==> config.mk <==
export PLATFORM = sky130hd
export DESIGN_NAME = traffic_light_ctrl
export DESIGN_NICKNAME = d
export VERILOG_FILES = /design/src/rtl/traffic_pkg.sv /design/src/rtl/traffic_light_ctrl_phase_timer.sv /design/src/rtl/traffic_light_ctrl.sv
export SDC_FILE = /design/constraint.sdc
export NUM_CORES = 1
export LEC_CHECK = 0
export BUFFER_PORTS_ARGS = -buffer_cell sky130_fd_sc_hd__buf_4
export CAP_MARGIN = 10
export CORE_MARGIN = 2
export CORE_UTILIZATION = 54
export DETAILED_ROUTE_END_ITERATION = 6
export GPL_ROUTABILITY_DRIVEN = 0
export PLACE_DENSITY = 0.75
export SYNTH_ARGS = -nofsm -noshare
export SYNTH_HDL_FRONTEND = slang
export SYNTH_SLANG_ARGS = --single-unit
==> constraint.sdc <==
create_clock -name clk -period 5 [get_ports clk]
set_input_delay 1 -clock clk [delete_from_list [all_inputs] [get_ports clk]]
set_output_delay 1 -clock clk [all_outputs]
set_load 0.02 [all_outputs]
==> src/rtl/traffic_pkg.sv <==
// rtl/traffic_pkg.sv - state encoding, lamp patterns and direction encoding for traffic_light_ctrl
// FLASH_MODE_EN adds the FLASH state encoding.
package traffic_pkg;

  typedef enum logic [2:0] {
    ST_NS_GREEN  = 3'd0,
    ST_NS_YELLOW = 3'd1,
    ST_ALL_RED_A = 3'd2,
    ST_EW_GREEN  = 3'd3,
    ST_EW_YELLOW = 3'd4,
    ST_ALL_RED_B = 3'd5,
    ST_PED_WALK  = 3'd6
`ifdef FLASH_MODE_EN
    , ST_FLASH   = 3'd7
`endif
  } state_t;

  typedef enum logic {
    DIR_NS = 1'b0,
    DIR_EW = 1'b1
  } dir_t;

  typedef struct packed {
    logic red;
    logic yellow;
    logic green;
  } lamp_t;

  typedef struct packed {
    lamp_t ns;
    lamp_t ew;
    logic  walk;
  } lamps_t;

  localparam lamp_t LAMP_OFF    = 3'b000;
  localparam lamp_t LAMP_RED    = 3'b100;
  localparam lamp_t LAMP_YELLOW = 3'b010;
  localparam lamp_t LAMP_GREEN  = 3'b001;

  // Anything not explicitly a go/caution state shows both reds, including illegal codes.
  function automatic lamps_t decode_lamps(input state_t s);
    lamps_t l;
    l = '{ns: LAMP_RED, ew: LAMP_RED, walk: 1'b0};
    case (s)
      ST_NS_GREEN:  l.ns   = LAMP_GREEN;
      ST_NS_YELLOW: l.ns   = LAMP_YELLOW;
      ST_EW_GREEN:  l.ew   = LAMP_GREEN;
      ST_EW_YELLOW: l.ew   = LAMP_YELLOW;
      ST_PED_WALK:  l.walk = 1'b1;
      default:      ;
    endcase
    return l;
  endfunction

  function automatic state_t green_of(input dir_t d);
    return (d == DIR_NS) ? ST_NS_GREEN : ST_EW_GREEN;
  endfunction

endpackage

==> src/rtl/traffic_light_ctrl_phase_timer.sv <==
// rtl/traffic_light_ctrl_phase_timer.sv - clearable phase counter with expiry compare
// expired is high on the last cycle of a phase of the supplied length.
module phase_timer #(
  parameter int TW = 8
) (
  input  logic          clk,
  input  logic          rst,
  input  logic          clear,
  input  logic          enable,
  input  logic [TW:0]   length,
  output logic [TW-1:0] count,
  output logic          expired
);

  always_ff @(posedge clk or posedge rst) begin
    if (rst) begin
      count <= '0;
    end else if (clear) begin
      count <= '0;
    end else if (enable) begin
      count <= count + TW'(1);
    end
  end

  assign expired = ({1'b0, count} == (length - (TW+1)'(1)));

endmodule

==> src/rtl/traffic_light_ctrl.sv <==
// rtl/traffic_light_ctrl.sv - actuated two-road intersection controller with pedestrian walk phase
// Optional FLASH_MODE_EN adds flash_en input and a flashing FLASH state.
module traffic_light_ctrl
  import traffic_pkg::*;
#(
  parameter int MIN_GREEN    = 10,
  parameter int MAX_GREEN    = 30,
  parameter int YELLOW_TIME  = 3,
  parameter int ALL_RED_TIME = 2,
  parameter int WALK_TIME    = 8,
  parameter int TW           = 8
) (
  input  logic       clk,
  input  logic       rst,
  input  logic       ns_car,
  input  logic       ew_car,
  input  logic       ped_req,
  output logic       NS_red,
  output logic       NS_yellow,
  output logic       NS_green,
  output logic       EW_red,
  output logic       EW_yellow,
  output logic       EW_green,
  output logic       walk,
  output logic       ped_pending,
  output logic [2:0] state_o
`ifdef FLASH_MODE_EN
  ,
  input  logic       flash_en
`endif
);

  localparam logic [TW:0] LEN_MIN_GREEN = (TW+1)'(MIN_GREEN);
  localparam logic [TW:0] LEN_MAX_GREEN = (TW+1)'(MAX_GREEN);
  localparam logic [TW:0] LEN_YELLOW    = (TW+1)'(YELLOW_TIME);
  localparam logic [TW:0] LEN_ALL_RED   = (TW+1)'(ALL_RED_TIME);
  localparam logic [TW:0] LEN_WALK      = (TW+1)'(WALK_TIME);

  state_t        state;
  state_t        state_next;
  dir_t          next_dir;
  dir_t          red_dir;
  logic [TW-1:0] timer;
  logic [TW:0]   phase_len;
  logic          phase_done;
  logic          timer_clear;
  logic          min_reached;
  logic          ns_cross_demand;
  logic          ew_cross_demand;
  lamps_t        lamps;

  phase_timer #(.TW(TW)) u_phase_timer (
    .clk     (clk),
    .rst     (rst),
    .clear   (timer_clear),
    .enable  (1'b1),
    .length  (phase_len),
    .count   (timer),
    .expired (phase_done)
  );

  assign min_reached     = ({1'b0, timer} >= (LEN_MIN_GREEN - (TW+1)'(1)));
  assign ns_cross_demand = ew_car | ped_pending;
  assign ew_cross_demand = ns_car | ped_pending;
  assign red_dir         = (state == ST_ALL_RED_A) ? DIR_EW : DIR_NS;

  always_comb begin
    phase_len = LEN_ALL_RED;
    case (state)
      ST_NS_GREEN, ST_EW_GREEN:   phase_len = LEN_MAX_GREEN;
      ST_NS_YELLOW, ST_EW_YELLOW: phase_len = LEN_YELLOW;
      ST_PED_WALK:                phase_len = LEN_WALK;
`ifdef FLASH_MODE_EN
      ST_FLASH:                   phase_len = LEN_YELLOW;
`endif
      default:                    phase_len = LEN_ALL_RED;
    endcase
  end

  always_comb begin
    state_next = state;
    case (state)
      ST_NS_GREEN:
        if ((min_reached && ns_cross_demand) || phase_done) state_next = ST_NS_YELLOW;
      ST_NS_YELLOW:
        if (phase_done) state_next = ST_ALL_RED_A;
      ST_EW_GREEN:
        if ((min_reached && ew_cross_demand) || phase_done) state_next = ST_EW_YELLOW;
      ST_EW_YELLOW:
        if (phase_done) state_next = ST_ALL_RED_B;
      ST_ALL_RED_A, ST_ALL_RED_B:
        if (phase_done) begin
`ifdef FLASH_MODE_EN
          if (flash_en) state_next = ST_FLASH;
          else
`endif
          if (ped_pending) state_next = ST_PED_WALK;
          else             state_next = green_of(red_dir);
        end
      ST_PED_WALK:
        if (phase_done) state_next = green_of(next_dir);
`ifdef FLASH_MODE_EN
      ST_FLASH:
        if (!flash_en) state_next = ST_ALL_RED_B;
`endif
      default:
        state_next = ST_ALL_RED_B;
    endcase
  end

`ifdef FLASH_MODE_EN
  // In FLASH the timer wraps every YELLOW_TIME cycles to pace the blink.
  assign timer_clear = (state_next != state) || ((state == ST_FLASH) && phase_done);
`else
  assign timer_clear = (state_next != state);
`endif

  always_ff @(posedge clk or posedge rst) begin
    if (rst) begin
      state       <= ST_ALL_RED_B;
      next_dir    <= DIR_NS;
      ped_pending <= 1'b0;
    end else begin
      state <= state_next;
      if ((state == ST_ALL_RED_A) || (state == ST_ALL_RED_B)) next_dir <= red_dir;
      // Entering the walk consumes the request, even if the button is pressed that same cycle.
      if ((state_next == ST_PED_WALK) && (state != ST_PED_WALK)) ped_pending <= 1'b0;
      else if (ped_req && (state != ST_PED_WALK))                 ped_pending <= 1'b1;
    end
  end

`ifdef FLASH_MODE_EN
  logic flash_off;

  always_ff @(posedge clk or posedge rst) begin
    if (rst) begin
      flash_off <= 1'b0;
    end else if (state != ST_FLASH) begin
      flash_off <= 1'b0;
    end else if (phase_done) begin
      flash_off <= ~flash_off;
    end
  end

  always_comb begin
    lamps = decode_lamps(state);
    if (state == ST_FLASH) begin
      lamps = flash_off ? '{ns: LAMP_OFF, ew: LAMP_OFF, walk: 1'b0}
                        : '{ns: LAMP_YELLOW, ew: LAMP_RED, walk: 1'b0};
    end
  end
`else
  always_comb begin
    lamps = decode_lamps(state);
  end
`endif

  assign NS_red    = lamps.ns.red;
  assign NS_yellow = lamps.ns.yellow;
  assign NS_green  = lamps.ns.green;
  assign EW_red    = lamps.ew.red;
  assign EW_yellow = lamps.ew.yellow;
  assign EW_green  = lamps.ew.green;
  assign walk      = lamps.walk;
  assign state_o   = state;

endmodule

==> results of run 1 <==
==> worst register-to-register path, delay by kind of cell, from the launching register on <==
kind	cells	cell delay, ps
XOR/XNOR	1	130
buffers and inverters	1	380
adder cells (fa/ha/maj)	1	250
flip-flops	1	640
AND/OR/NAND/NOR	2	270
AO/OA/AOI/OAI	4	1360
==> sequential cells by signal, summed over array words and instances (netlist names) <==
name                 count
u_phase_timer.count      8
state_o                  3
next_dir                 1
ped_pending              1
==> power by group through the flow <==
stage	registers (uW)	clock network (uW)	logic, uW
after floorplan	191	0	411
after CTS	217	66.1	452
after global placement	219	0	431
final	218	66.8	451
after global routing	226	70.1	498
after detailed placement	220	0	447
==> final timing paths <==
| kind | endpoint | startpoint | depth (start not counted) | slack [ps] |
|---|---|---|---|---|
| setup / recovery | u_phase_timer.count[6]$_DFF_PP0_ | state_o[1]$_DFF_PP0_ | 9 | 1850 |
| hold / removal | next_dir$_DFFE_PP0P_ | next_dir$_DFFE_PP0P_ | 2 | 570 |
| setup reg to reg | u_phase_timer.count[6]$_DFF_PP0_ | state_o[1]$_DFF_PP0_ | 9 | 1850 |
| hold reg to reg | next_dir$_DFFE_PP0P_ | next_dir$_DFFE_PP0P_ | 2 | 570 |
| max in group asynchronous | state_o[2]$_DFF_PP1_ | rst | 2 | 3900 |
| min in group asynchronous | next_dir$_DFFE_PP0P_ | rst | 2 | 730 |
==> area by class of cell <==
class / instances / area (um2) / area share
Sequential cell: 13 / 328 / 0.300
Tap cell: 25 / 31.3 / 0.0287
Clock inverter: 1 / 5.00 / 0.00459
Inverter: 7 / 26.3 / 0.0241
Timing Repair Buffer: 15 / 113 / 0.103
Multi-Input combinational cell: 85 / 566 / 0.518
Clock buffer: 3 / 22.5 / 0.0206
==> per-stage QoR <==
step / std cells / hold WS, ps / setup slack [ps]
2_1_floorplan: 112 / 500 / 2250
3_3_place_gp: 145 / 532 / 2020
3_5_place_dp: 145 / 535 / 1920
4_1_cts: 149 / 567 / 1890
5_1_grt: 149 / 596 / 1660
6_report: 149 / 571 / 1850
==> per-layer routing <==
layer / vias to the layer above / GRT usage / routed length [um]
met5: - / 0 / 0
met4: 0 / 0.0500 / 21
met3: 4 / 0.0231 / 112
met2: 36 / 0.321 / 924
met1: 409 / 0.303 / 962
li1: 412 / - / -
==> cells in the final DEF (no fill, tap or decap), types with 2 or more instances in the layout <==
cell type,count
a21oi_1,3
and3_1,2
and3b_1,2
buf_4,15
clkbuf_4,3
dfrtp_1,11
dfstp_2,2
ha_1,4
inv_1,6
mux2i_1,2
nand2_1,8
nand3_1,5
nor2_1,13
nor2b_1,2
nor3_1,9
nor4_1,2
o211a_1,2
o21ai_0,2
o22ai_1,2
o31ai_1,2
xnor2_1,5
xor2_1,5
==> cell families after synthesis <==
kind of cell,Yosys count,share of synthesized area
and+or+nand+nor,49,0.250
AOI/OAI and AO/OA,20,0.157
buffers and inverters,14,0.109
muxes,2,0.0200
DFF,13,0.327
adders and majority gates,4,0.0499
xor gates and xnor gates,10,0.0874
==> metrics.yaml, run 1 <==
outcome:
  status: "completed"
synth:
  synth_async_sr_flop_share: 1.00
  syn_area_per_cell_um2: 8.95
  post-synth-top-count-cell: "nor2_1"
  ys_top_cells_by_count: "nor2_1 (13), dfrtp_1 (11), nor3_1 (9), nand2_1 (8), inv_1 (6)"
  netlist_instances: 112
  synth_area_leaders: "dfrtp_1 (27%), clkbuf_8 (5.5%), dfstp_2 (5.2%)"
  syn-cell-area_um2: 1000
  ys_seq_elements: 13
  syn_nets: 121
  synth_edf_count: 0
  synth_ff_type: "dfrtp_1"
  synth-seq-area-share: 0.327
  synth_top_area_share: 0.275
  synth_cell_types: 39
  yosysWarnings: 0
  yosys.area.top_type: "dfrtp_1"
pwr:
  p_clk_frac: 0.091
  p_seq_frac: 0.296
  swShare: 0.505
  power_frac_comb: 0.613
  leakagePower_uw: 0.000510
  vdd_ir_drop_max_v: 0.000364
  power.internal_uw: 364
  p_per_area_nw_per_um2: 675
  p_total_uw: 737
  p_sw_uw: 372
timing:
  fmax_ghz: 0.318
  fin_crit_ps: 3150
  hold_violations: 0
  period_share: 0.630
  worstMarginPinSlew_ps: 497
  rsz0062_at_grt: "no"
  slew_violations: 0
  setup_viol: 0
  max_slew_margin: 0.668
  skew_ps: 8.85
  setup_tns_ps: 0
setup_path:
  crit_path_start_kind: "flop"
  end_kind: "flop"
  cp.arrival_ps: 3300
  path_class: "flop to flop"
  cp_top_family: "compound AO/OA/AOI/OAI gates"
  path_cells: "clkinv_1 -> nand2_1 -> ha_1 -> xnor2_1 -> a311oi_1 -> o211a_1 -> o22ai_1 -> a211oi_4 -> nor3_1"
  crit_slowest_cell: "dfrtp_1"
  cp_max_fo: 13
  cp.required_ps: 5150
  max_stage_delay_ps: 640
  path_buf_inv: 1
floorplan:
  fp-row-count: 15
  io_pins: 16
  die_area_um2: 2220
  die_w_um: 47.1
  fp.coreArea_um2: 1750
  start_util: 0.574
  fp.dieH_um: 47.1
cts:
  root_buffer: "clkbuf_4"
  cts_buffers: 3
  clkLatencyLatePin_ps: 280
  cts.sinks: 13
  cts_resized: 0
  cts.clk_slew.worst_paths_ps: 90
  cts_tree: "yes"
  postCtsSetupBuffers: 0
  cts_hold_buf: 0
  htreeDepth: 1
  clk_path_buf_depth: 2
layout:
  fin_area_um2: 1090
  n_fill_cell: 167
  syn2layout_area_growth_pct: 8.86
  final_util: 0.625
  drive_above_1_share: 0.210
  num_antenna_cells: 0
  final_nets: 134
global_route:
  grt_util_all_layers: 0.204
  grt_max_degree: 21
  gr-total-overflow: 0
  antenna_found_initial: 0
  grt_pass1_wl_um: 3210
  first_global_vias: 761
worst_hold_path:
  worst_hold_path_type: "flop to flop"
drt:
  vias_per_cell: 5.78
  ant_nets: 0
  wire_per_inst_um: 13.6
  drc_errors: 0
  wirelength_um: 2020
  drtIter0Drc: 30
  vias: 861
  first_pass_iters: 4
placed_design:
  io_buffers: 15
  dp_hpwl_um: 1490
  place_area_um2: 1060
job:
  max_cap_viol_count: 0
Note: power is estimated with default switching activity, not from simulation.
==> run 2: changes to the inputs <==
Settings changed: ABC_AREA set to 1, CORE_UTILIZATION 54 to 50, PLACE_DENSITY 0.75 to 0.72.
Clock period 5 ns to 2.59 ns, I/O delays scaled along.
==> run 2 against run 1 <==
Net effect:
- synthesized cell count increased by 44%
- clock skew fell by 6.4 ps
- non-clock buffer count increased by 14
- sequential share of layout area decreased by 7.2 points
- sequential cell count unchanged
- critical path type unchanged
- highest routed layer unchanged
==> metrics.yaml, run 2 <==
layout:
  fin_cells: 220
  num_antenna_cells: 0
  final_util: 0.719
  final_nets: 203
  largest-register: "u_phase_timer.count"
  mostFrequentLayoutCells: "nand2_1 (31), buf_4 (29), inv_1 (25)"
  fin_area_um2: 1440
  final_common_cell: "nand2_1"
  drive_above_1_share: 0.394
  largest_reg_flops: 8
  n_fill_cell: 164
  syn2layout_area_growth_pct: 33.1
cts:
  clk_path_buf_depth: 2
  clkLatencyLatePin_ps: 270
  cts.sinks: 13
  cts_tree: "yes"
  cts_buffers: 3
  cts.clk_slew.worst_paths_ps: 70
  root_buffer: "clkbuf_4"
  htreeDepth: 1
placed_design:
  dp_hpwl_um: 2030
  place_area_um2: 1270
  placedCellCount: 210
  io_buffers: 15
global_route:
  gr-total-overflow: 0
  grt_pass1_wl_um: 4290
  antenna_found_initial: 0
  first_global_vias: 973
  grt_util_all_layers: 0.222
  grt_max_degree: 14
synth:
  syn-cell-area_um2: 1080
  synth_edf_count: 0
  post-synth-top-count-cell: "nand2_1"
  synth_cell_types: 25
  ys_top_cells_by_count: "nand2_1 (39), inv_1 (27), nand3_1 (21), nor2_1 (17), dfrtp_1 (11)"
  synth_async_sr_flop_share: 1.00
  syn_area_per_cell_um2: 6.72
  syn_nets: 170
  synth-seq-area-share: 0.303
  synth_top_family_by_area: "simple AND/OR/NAND/NOR gates"
  synth_top_area_share: 0.254
  synth_ff_type: "dfrtp_1"
  synth_compound_area_frac: 0.0659
  synth-adder-area-share: 0.0462
  synthSimpleGateAreaFrac: 0.405
  yosys.area.top_type: "dfrtp_1"
  netlist_instances: 161
  yosysWarnings: 0
  ys_seq_elements: 13
  synthMuxAreaShare: 0
  synth-xor-area-share: 0.0566
  synth_area_leaders: "dfrtp_1 (25%), nand2_1 (14%), nand3_1 (9.7%)"
floorplan:
  fp.dieH_um: 50.5
  die_area_um2: 2550
  start_util: 0.541
  fp-row-count: 16
  fp.coreArea_um2: 2000
  io_pins: 16
  die_w_um: 50.5
setup_path:
  crit_path_start_kind: "flop"
  path_class: "flop to flop"
  cp.required_ps: 2790
  cp_max_fo: 8
  end_kind: "flop"
  cp.arrival_ps: 2720
timing:
  setup_viol: 0
  max_slew_margin: 0.679
  slew_violations: 0
  fmax_ghz: 0.397
  setup_tns_ps: 0
  worstMarginPinSlew_ps: 477
  hold_violations: 0
  skew_ps: 2.47
  period_share: 0.973
  fin_crit_ps: 2520
drt:
  first_pass_iters: 4
  ant_nets: 0
  drc_errors: 0
  wirelength_um: 2860
  wire_per_inst_um: 13.0
  vias_per_cell: 5.32
  drtIter0Drc: 46
  vias: 1171
outcome:
  status: "completed"
pwr:
  leakagePower_uw: 0.000808
  vdd_ir_drop_max_v: 0.000552
  p_per_area_nw_per_um2: 911
job:
  max_cap_viol_count: 0
worst_hold_path:
  worst_hold_path_type: "primary input to asynchronous set/reset pin"
run 2: changes by cell type after synthesis, moves of 3 or more:
cell / before / now
nor2_1: 13 / 17
nand2_2: 0 / 3
nand3_2: 0 / 3
inv_2: 0 / 3
nand2_1: 8 / 39
clkbuf_8: 4 / 1
o21ai_0: 2 / 6
inv_1: 6 / 27
nand3_1: 5 / 21
nor3_1: 9 / 3
run 2: cells by family after synthesis:
logic type,count (synthesis)
AOI/OAI and AO/OA,13
xor gates and xnor gates,7
adders and majority gates,4
buffers and inverters,32
DFF,13
and+or+nand+nor,92
run 2: critical path: stages (launching register included):
cell and delay, ps:
dfstp_2 610, nor2_2 60, nand2_1 120, nand2_2 70
inv_2 70, ha_4 200, xnor2_2 120, nor2_1 140
nand3_2 110, inv_2 110, nand3_1 80, nand3_1 150
nand3_1 100, nand2_1 80, nand2_1 50, inv_1 90
nand3_4 150, nor2_1 120
run 2: area by class of cell:
type	count	area (um2)	share of cell area
Clock buffer	4	26.3	0.0182
Inverter	30	113	0.0782
Timing Repair Buffer	29	218	0.151
Sequential cell	13	329	0.228
Tap cell	27	33.8	0.0235
Multi-Input combinational cell	117	721	0.500
run 2: report_power, final:
part	total (uW)	switching [uW]	leakage, uW	internal, uW
combinational	884	530	0.000632	355
clock	119	59.6	0.0000150	59.7
sequential	309	59.8	0.000161	249
run 2: what timing repair did:
item / in CTS / in global routing
buffers inserted: 0 / 5
endpoints found under the setup margin: 0 / 10
hold buffers: 0 / 0
resized for setup: 0 / 32
run 2: metal layers:
layer  global-route usage  share of wire  up-vias
li1                     -              -      566
met1                0.316           0.43      540
met2                0.340           0.47       55
met3               0.0149          0.071       10
met4                0.113          0.026        0
met5                    0              0        -
run 2: worst paths after layout:
path | start | end | slack, ps | cells after the start
max | state_o[0]$_DFF_PP1_ | u_phase_timer.count[7]$_DFF_PP0_ | 70 | 17
min | rst | u_phase_timer.count[0]$_DFF_PP0_ | 260 | 2
max reg2reg | state_o[0]$_DFF_PP1_ | u_phase_timer.count[7]$_DFF_PP0_ | 70 | 17
min reg2reg | next_dir$_DFFE_PP0P_ | next_dir$_DFFE_PP0P_ | 520 | 1
max in group asynchronous | rst | state_o[1]$_DFF_PP0_ | 1990 | 2
min in group clk | next_dir$_DFFE_PP0P_ | next_dir$_DFFE_PP0P_ | 520 | 1
run 2: stage by stage:
step           total power [uW]  hold WS [ps]  setup WS [ps]
5_1_grt                    1420           292          -77.4
4_1_cts                    1140           264           84.9
6_report                   1310           258           69.4
2_1_floorplan               816           394           87.2
3_5_place_dp               1010           507           87.8
3_3_place_gp               1000           507            127
==> run 3: changes to the inputs <==
Settings changed: PLACE_DENSITY 0.72 to 0.74.
==> run 3 against run 2 <==
Net effect:
- sequential cell count did not move
- highest routed layer unchanged
- largest power group unchanged
- register-to-register slack improved by 70 ps
- non-clock buffer count fell by 4
- via count fell by 2.4%
- global-route usage fell by 0.063 points
- critical path depth rose by 1
- hold slack improved by 9.0 ps
- total power fell by 2.8%
- final cell count fell by 1.8%
==> metrics.yaml, run 3 (synthesized netlist as in run 2, its figures left out) <==
drt:
  vias_per_cell: 5.29
  vias: 1143
  drtIter0Drc: 43
  first_pass_iters: 4
  wirelength_um: 2730
  wire_per_inst_um: 12.6
  ant_nets: 0
  drc_errors: 0
layout:
  mostFrequentLayoutCells: "nand2_1 (30), buf_4 (25), inv_1 (24)"
  n_fill_cell: 172
  drive_above_1_share: 0.381
  final_nets: 199
  largest_reg_flops: 8
  num_antenna_cells: 0
  fin_cells: 216
  syn2layout_area_growth_pct: 29.9
  final_common_cell: "nand2_1"
  largest-register: "u_phase_timer.count"
  fin_area_um2: 1410
  final_util: 0.703
timing:
  fin_crit_ps: 2450
  hold_violations: 0
  worstMarginPinSlew_ps: 477
  skew_ps: 4.04
  setup_viol: 0
  max_slew_margin: 0.682
  slew_violations: 0
  rsz0062_at_grt: "yes"
  period_share: 0.945
  setup_tns_ps: 0
  fmax_ghz: 0.408
global_route:
  grt_pass1_wl_um: 4330
  gr-total-overflow: 0
  first_global_vias: 1004
  antenna_found_initial: 0
  grt_util_all_layers: 0.221
  grt_max_degree: 14
cts:
  cts_buffers: 3
  clkLatencyLatePin_ps: 260
  cts_tree: "yes"
  cts.sinks: 13
  cts_hold_buf: 0
  root_buffer: "clkbuf_4"
  clk_path_buf_depth: 2
  htreeDepth: 1
  cts.clk_slew.worst_paths_ps: 80
floorplan:
  start_util: 0.541
  fp-row-count: 16
  fp.coreArea_um2: 2000
  die_area_um2: 2550
  io_pins: 16
  die_w_um: 50.5
  fp.dieH_um: 50.5
pwr:
  leakagePower_uw: 0.000774
  vdd_ir_drop_max_v: 0.000558
  p_per_area_nw_per_um2: 907
setup_path:
  crit_path_start_kind: "flop"
  path_cells: "inv_2 -> nand3_2 -> nand2_2 -> inv_2 -> ha_4 -> xnor2_1 -> nor2_1 -> nand3_2 -> inv_2 -> nand2_4 -> nand2_2 -> nand3_1 -> o21ai_2 -> nand2_2 -> nand2_2 -> nand2_2 -> nand3_4 -> nor2_1"
  cp_top_family: "simple AND/OR/NAND/NOR gates"
  crit_top_cell: "nand2_2"
  path_buf_inv: 3
  crit_slowest_cell: "dfstp_2"
  cp.arrival_ps: 2600
  cp_max_fo: 8
  path_class: "flop to flop"
  end_kind: "flop"
  cp.required_ps: 2750
  max_stage_delay_ps: 620
placed_design:
  dp_hpwl_um: 2070
  place_area_um2: 1270
  placedCellCount: 209
  io_buffers: 15
outcome:
  status: "completed"
worst_hold_path:
  worst_hold_path_type: "primary input to asynchronous set/reset pin"
job:
  max_cap_viol_count: 0
==> run 3: per-stage QoR <==
| stage | setup WS, ps | hold WS [ps] | power [uW] |
|---|---|---|---|
| 4_1_cts | 57.4 | 272 | 1130 |
| 3_3_place_gp | 165 | 534 | 990 |
| 2_1_floorplan | 87.2 | 394 | 816 |
| 3_5_place_dp | 87.7 | 527 | 1000 |
| 6_report | 142 | 267 | 1280 |
| 5_1_grt | -56.3 | 298 | 1380 |
==> run 3: worst paths after layout <==
kind                                                       start                          endpoint  slack (ps)  depth (start not counted)
max in group asynchronous                                    rst              state_o[1]$_DFF_PP0_        1970                          2
worst max register to register              state_o[2]$_DFF_PP1_  u_phase_timer.count[0]$_DFF_PP0_         140                         18
worst min register to register  u_phase_timer.count[0]$_DFF_PP0_  u_phase_timer.count[0]$_DFF_PP0_         560                          1
worst min-delay path                                         rst  u_phase_timer.count[3]$_DFF_PP0_         270                          2
min in group clk                u_phase_timer.count[0]$_DFF_PP0_  u_phase_timer.count[0]$_DFF_PP0_         560                          1
worst max-delay path                        state_o[2]$_DFF_PP1_  u_phase_timer.count[0]$_DFF_PP0_         140                         18
==> run 3: timing repair <==
| action | CTS | global route |
|---|---|---|
| setup buffers | 0 | 2 |
| endpoints found under the setup margin | 0 | 10 |
| gates resized for setup | 0 | 33 |
==> run 3: metal layers <==
metal / GRT usage / wire length [um] / up-vias
met5: 0 / 0 / -
met1: 0.317 / 1230 / 531
li1: - / - / 564
met2: 0.349 / 1300 / 44
met4: 0.0856 / 29 / 0
met3: 0.0149 / 164 / 4
==> run 3: area by class of cell <==
class	instances	area, um2	share of cell area
clock buffer	4	26.3	0.0187
inverter	30	113	0.0801
multi-input combinational	117	717	0.510
sequential	13	329	0.234
tap	27	33.8	0.0240
timing repair buffer	25	188	0.133
==> run 3: power by group <==
group          internal [uW]  switching, uW  total, uW
clock network           59.5           59.7        119
registers                248           54.2        303
logic                    324            530        854
total                    632            644       1280
